--- src/rtl/soc_system_onchip_mem_reader.sv ---
// Avalon-MM read master for the on-chip RAM: streams word_count words from base_addr
// out as one Avalon-ST packet through a small credit-managed FIFO.
module soc_system_onchip_mem_reader #(
  parameter int ADDR_W       = 13,
  parameter int DATA_W       = 64,
  parameter int READ_LATENCY = 1,
  parameter int FIFO_DEPTH   = 8
) (
  input  logic                clk,
  input  logic                reset,
  input  logic                start,
  input  logic [ADDR_W-1:0]   base_addr,
  input  logic [ADDR_W:0]     word_count,
  input  logic                abort,
  output logic                busy,
  output logic                done,
  output logic                aborted,
  output logic [ADDR_W-1:0]   avm_address,
  output logic                avm_chipselect,
  output logic                avm_write,
  output logic [DATA_W/8-1:0] avm_byteenable,
  output logic                avm_clken,
  input  logic [DATA_W-1:0]   avm_readdata,
  output logic [DATA_W-1:0]   src_data,
  output logic                src_valid,
  input  logic                src_ready,
  output logic                src_sop,
  output logic                src_eop
);
  localparam int PW = $clog2(FIFO_DEPTH);
  localparam int CW = PW + 1;
  localparam logic [CW:0] DEPTH_C = (CW+1)'(FIFO_DEPTH);

  typedef enum logic [2:0] {IDLE, RUN, DRAIN, FINISH, FLUSH} state_t;

  state_t                  state;
  logic [ADDR_W:0]         issue_left;
  logic [ADDR_W:0]         out_idx;
  logic [ADDR_W:0]         last_idx;
  logic [READ_LATENCY-1:0] vld_pipe;
  logic [CW-1:0]           in_flight;
  logic [CW-1:0]           fifo_cnt;
  logic [PW-1:0]           rd_ptr;
  logic [PW-1:0]           wr_ptr;
  logic [DATA_W-1:0]       mem [FIFO_DEPTH];
  logic                    push;
  logic                    pop;
  logic                    abort_ok;
  logic                    clear;

  always_comb begin
    in_flight = '0;
    for (int i = 0; i < READ_LATENCY; i++) in_flight = in_flight + CW'(vld_pipe[i]);
  end

  // Reads in flight hold a FIFO slot, so the FIFO can never overflow.
  assign avm_chipselect = (state == RUN) && (issue_left != '0) &&
                          (({1'b0, in_flight} + {1'b0, fifo_cnt}) < DEPTH_C);
  assign avm_write      = 1'b0;
  assign avm_byteenable = '1;
  assign avm_clken      = 1'b1;

  assign abort_ok  = abort && (state == RUN || state == DRAIN);
  assign clear     = abort_ok || (state == FLUSH);
  assign push      = vld_pipe[READ_LATENCY-1] && (state == RUN || state == DRAIN);
  assign src_valid = (fifo_cnt != '0);
  assign pop       = src_valid && src_ready;
  assign src_data  = mem[rd_ptr];
  assign src_sop   = src_valid && (out_idx == '0);
  assign src_eop   = src_valid && (out_idx == last_idx);
  assign busy      = (state != IDLE);

  always_ff @(posedge clk) begin
    if (push) mem[wr_ptr] <= avm_readdata;
  end

  always_ff @(posedge clk) begin
    if (reset) begin
      state       <= IDLE;
      done        <= 1'b0;
      aborted     <= 1'b0;
      avm_address <= '0;
      issue_left  <= '0;
      out_idx     <= '0;
      last_idx    <= '0;
      vld_pipe    <= '0;
      rd_ptr      <= '0;
      wr_ptr      <= '0;
      fifo_cnt    <= '0;
    end else begin
      done    <= 1'b0;
      aborted <= 1'b0;

      for (int i = READ_LATENCY - 1; i > 0; i--) vld_pipe[i] <= vld_pipe[i-1];
      vld_pipe[0] <= avm_chipselect;

      if (clear) begin
        rd_ptr   <= '0;
        wr_ptr   <= '0;
        fifo_cnt <= '0;
      end else begin
        if (push) wr_ptr <= wr_ptr + PW'(1);
        if (pop) begin
          rd_ptr  <= rd_ptr + PW'(1);
          out_idx <= out_idx + (ADDR_W+1)'(1);
        end
        fifo_cnt <= fifo_cnt + CW'(push) - CW'(pop);
      end

      if (avm_chipselect) begin
        avm_address <= avm_address + ADDR_W'(1);
        issue_left  <= issue_left - (ADDR_W+1)'(1);
      end

      case (state)
        IDLE: if (start) begin
          avm_address <= base_addr;
          issue_left  <= word_count;
          last_idx    <= word_count - (ADDR_W+1)'(1);
          out_idx     <= '0;
          if (word_count == '0) begin
            state <= FINISH;
            done  <= 1'b1;
          end else begin
            state <= RUN;
          end
        end
        RUN: begin
          if (abort_ok) state <= FLUSH;
          else if (avm_chipselect && issue_left == (ADDR_W+1)'(1)) state <= DRAIN;
        end
        DRAIN: begin
          if (abort_ok) state <= FLUSH;
          else if (pop && out_idx == last_idx) begin
            state <= FINISH;
            done  <= 1'b1;
          end
        end
        FINISH: state <= IDLE;
        FLUSH: if (in_flight == '0) begin
          state   <= IDLE;
          aborted <= 1'b1;
        end
        default: state <= IDLE;
      endcase
    end
  end
endmodule

--- config.mk ---
export PLATFORM = sky130hd
export DESIGN_NAME = soc_system_onchip_mem_reader
export DESIGN_NICKNAME = d
export VERILOG_FILES = /design/src/rtl/soc_system_onchip_mem_reader.sv
export SDC_FILE = /design/constraint.sdc
export NUM_CORES = 1
export LEC_CHECK = 0
export BUFFER_PORTS_ARGS = -buffer_cell sky130_fd_sc_hd__buf_2
export CORE_MARGIN = 1.5
export CORE_UTILIZATION = 54
export DETAILED_ROUTE_END_ITERATION = 10
export PLACE_DENSITY = 0.76
export SYNTH_ARGS = -nofsm -noshare
export SYNTH_HDL_FRONTEND = slang
export SYNTH_SLANG_ARGS = --single-unit
--- constraint.sdc ---
create_clock -name clk -period 6.7 [get_ports clk]
set_input_delay 0.67 -clock clk [delete_from_list [all_inputs] [get_ports clk]]
set_output_delay 0.67 -clock clk [all_outputs]
set_load 0.03 [all_outputs]
==> results.md <==
Logic synthesis:
- The total of flip-flops plus latches after synthesis is 586.
- The area share of the largest cell type after synthesis is between 60% and 70%.
- Measured against the total synthesized area, the mux share comes to 15.4%.
- The number of warnings printed during yosys synthesis is 0.
- The number of instances in the synthesized netlist is about 1300.
- After Yosys synthesis, full adders, half adders and majority gates account for 0.991% of the synthesized area.
- The mean cell area of the mapped netlist is 18.4 sq um.
- In this run, synthesis inferred 512 flip-flops with an integrated enable.
- Sequential elements use 71.8% of the synthesized area.
- After Yosys synthesis, XOR and XNOR cells account for around 1.6% of the synthesized area.
- The most used flip-flop cell after synthesis is edfxtp_1.
- Ranked by instance count, the synthesized netlist is headed by edfxtp_1, mux4_2, nor2_1.
- The synthesized netlist devotes 5.66% of its cell area to simple gates.
- The number of distinct library cell variants in the gate-level netlist after synthesis is 57.
- The summed instance area of the synthesized netlist is 23500 sq um.
- The biggest area contributor in the post-synthesis netlist is edfxtp_1.
- The compound-cell area share of the yosys netlist is 2.69%.
- In the post-synthesis netlist, the biggest area contributors are edfxtp_1, mux4_2, dfxtp_1, mux2_2, xnor2_1.
- Of all flip-flops after synthesis, the portion carrying an async set or reset was 0%.
- Among all cell types in the netlist, the one instantiated most often is edfxtp_1.
- By area, the combinational part of the netlist is dominated by multiplexers.

Drt:
- The number of nets with antenna violations after detailed routing is 0.
- Wires add up to between 40 and 50 mm.
- Dividing the detail-routed via count by the number of cells gives 5.89.
- The number of design-rule violations left by the first detailed-router iteration is ~900.
- The number of detailed-routing iterations run before antenna repair is 5.
- After detailed routing, the average wire length per cell comes to 23.1 um.
- The final routed DRC violation total is 0.
- Detailed routing inserted a total of 12300 vias.

Timing:
- The timing-limited maximum frequency is ~250 MHz.
- The count of final max-slew check failures came to 0.
- The post-route clock skew is ~0.017 ns.
- At the pin with the least slew margin, the transition time is approximately 1.1 ns.
- The post-route setup TNS is 0 ns.
- Setup repair after global routing left no endpoint under its margin.
- The worst hold slack is ~0.32 ns.
- Setup violations remaining at the end of the flow were counted as 0.
- The count of final hold-check violations was 0.
- The shortest clock period the worst path allows after layout is 3.95 ns.
- The share of the clock period used by the worst path is 59.0%.
- The tightest slew margin relative to the limit is 24.6%.

Power:
- Power spread over the standard cell area amounts to 329 nW/um^2.
- For this design the static power due to leakage is 8.62 nW.
- The maximum ir drop on the vdd rail is ~0.00027 V.
- After layout, the design draws a total of between 8 and 9 mW.

Clock network:
- The H-tree depth is 2.
- Buffers added to address setup during post-CTS repair amount to 0.
- The clock passes through at most 3 buffers.
- The CTS buffer count is 56.
- The TritonCTS clock tree is built.
- The root buffer cell is clkbuf_16.
- At the later pin of the worst-skew pair, clock insertion delay measures roughly 0.62 ns.
- The clock transition at the register clock pins on the worst setup and hold paths after CTS is 0.06 ns.
- The number of buffers added to fix hold violations after cts is 0.
- In this run, post-CTS repair resized a total of 0 instances.
- The tree built by TritonCTS fans out to slightly below 600 sinks.

Die:
- For this configuration, the core starts out at a cell density of 54.6%.
- The number of rows in the core area is 76.
- The die outline area is between 40000 and 50000 sq um.
- The width of the chip is 211 um.
- In this run the vertical extent of the chip is between 200 and 250 um.
- The count of boundary I/O pins is 190.
- The core area is 43000 sq um.

Worst setup path:
- STA classifies the critical path endpoint as a primary output.
- The maximum fanout encountered on the critical timing path is 47.
- For the worst setup path, the data arrival time is 3.28 ns.
- The signal on the critical path passes through buf_4 > mux4_2 > mux2_2 > buf_2.
- Counting buffers and inverters, the worst setup path is 4 cells deep.
- The cell depth of the worst flop-to-flop path is 6.
- In this design, the stage delay of the slowest critical-path cell is about 0.97 ns.
- The data required time at the worst endpoint is slightly above 6 ns.
- The start-to-end type of the worst setup path is reg2out.
- The worst setup path is launched from a flip-flop.
- The number of buffer and inverter stages on the critical path is 2.
- Among all stages on the critical path, the largest delay is contributed by dfxtp_4.
- The cell class contributing the biggest share of worst-path delay is flip-flops.

Worst hold path:
- The worst hold-check path type is in2reg.
- Counting instances, the worst hold path has a depth of 1.

Place:
- The number of buffers added on ports is about 180.
- The detailed-placement wirelength estimate is 26.7 mm.
- The congestion estimate from routability-driven global placement came to 0.835.

Status:
- The flow ran to the end, and the final reports show no timing, DRC or antenna violations.

Cells and area:
- In the final layout, the share of cells above drive strength 1 is 32.4%.
- The area growth from synthesis to layout is 14.1%.
- The final layout contains between 1500 and 2000 nets.

Global route:
- Global routing used roughly 22% of the available tracks across all layers.
- The number of global-route vias before repair is approximately 13000.
- The aggregate global routing overflow is 0.
- Entering global routing, the biggest net connects between 60 and 70 pins.
- The first global-routing pass estimated ~74 mm of wire.
- The number of antenna violations at the first check in global routing is 9.

Job:
- Max-cap violations in this run came to 0.
cell type report:
class / count / area (sq um)
Clock inverter: 32 / 309
Antenna cell: 3 / 7.51
Fill cell: 3043 / 16200
Clock buffer: 70 / 1450
Timing Repair Buffer: 199 / 1060
Tap cell: 585 / 732
Multi-Input combinational cell: 597 / 6260
Sequential cell: 586 / 16900
Inverter: 23 / 86.3
worst paths after layout:
check | to | startpoint | slack, ns
setup reg to reg | mem[6][28] | state[0] | 3.41
hold reg to reg | flip-flop | rd_ptr[1] | 0.48
setup / recovery | src_data[35] | flip-flop | 2.75
hold / removal | mem[1][63] | avm_readdata[63] | 0.32
cell families after synthesis:
family          after synthesis
xor+xnor                     42
simple gates                246
flops                       586
buf+inv                     101
fa+ha+maj                    18
other cells                   2
compound gates               89
mux                         192
worst reg2reg max path: stages, from the launching register on:
cell     delay [ns]
dfxtp_1        0.53
xnor2_1        0.16
nor2_1         0.26
nand2_1        0.16
or2_2          0.41
nor2_4         0.58
buf_4          0.78
per-layer routing:
layer	GRT usage (%)	part of all wire, %
met1	29.9	41
met5	0	0.13
met3	4.44	6.3
met2	37.0	51
met4	6.16	1.7
stage by stage:
step,worst slack [ns],std cells,area (sq um),utilization [%]
CTS,2.57,2092,26800,62.3
detailed placement,3.26,1990,25000,58.2
global placement,3.27,1990,25000,58.2
floorplan,0.404,1284,23500,-
finish,2.75,2095,26800,62.3
global route,2.47,2092,26800,62.3
report_power, final:
group | total (mW) | switching [mW] | internal, mW
combinational | 1.62 | 0.897 | 0.721
clock | 3.02 | 1.33 | 1.70
sequential | 4.18 | 0.140 | 4.04
total | 8.82 | 2.36 | 6.46
sequential cells by signal, indices dropped and copies added (netlist names), named ones only:
signal / count
mem: 512
issue_left: 14
last_idx: 14
out_idx: 14
avm_address: 13
fifo_cnt: 4
rd_ptr: 3
state: 3
wr_ptr: 3
aborted: 1
done: 1
vld_pipe: 1
cell usage in the layout (no fill, tap or decap), drive strengths merged, types with 13 or more instances in the layout:
cell and instances:
edfxtp 512, buf 199, mux4 128, nor2 76
dfxtp 74, clkbuf 70, mux2 64, xnor2 35
nand2 29, inv 25, clkinv 24, nor3 23
nor4 22, a211oi 20, nand3 19, o21ai 18
ha 17, nand4 15, a311oi 14, a21oi 13
(Power assumes the default switching activity.)
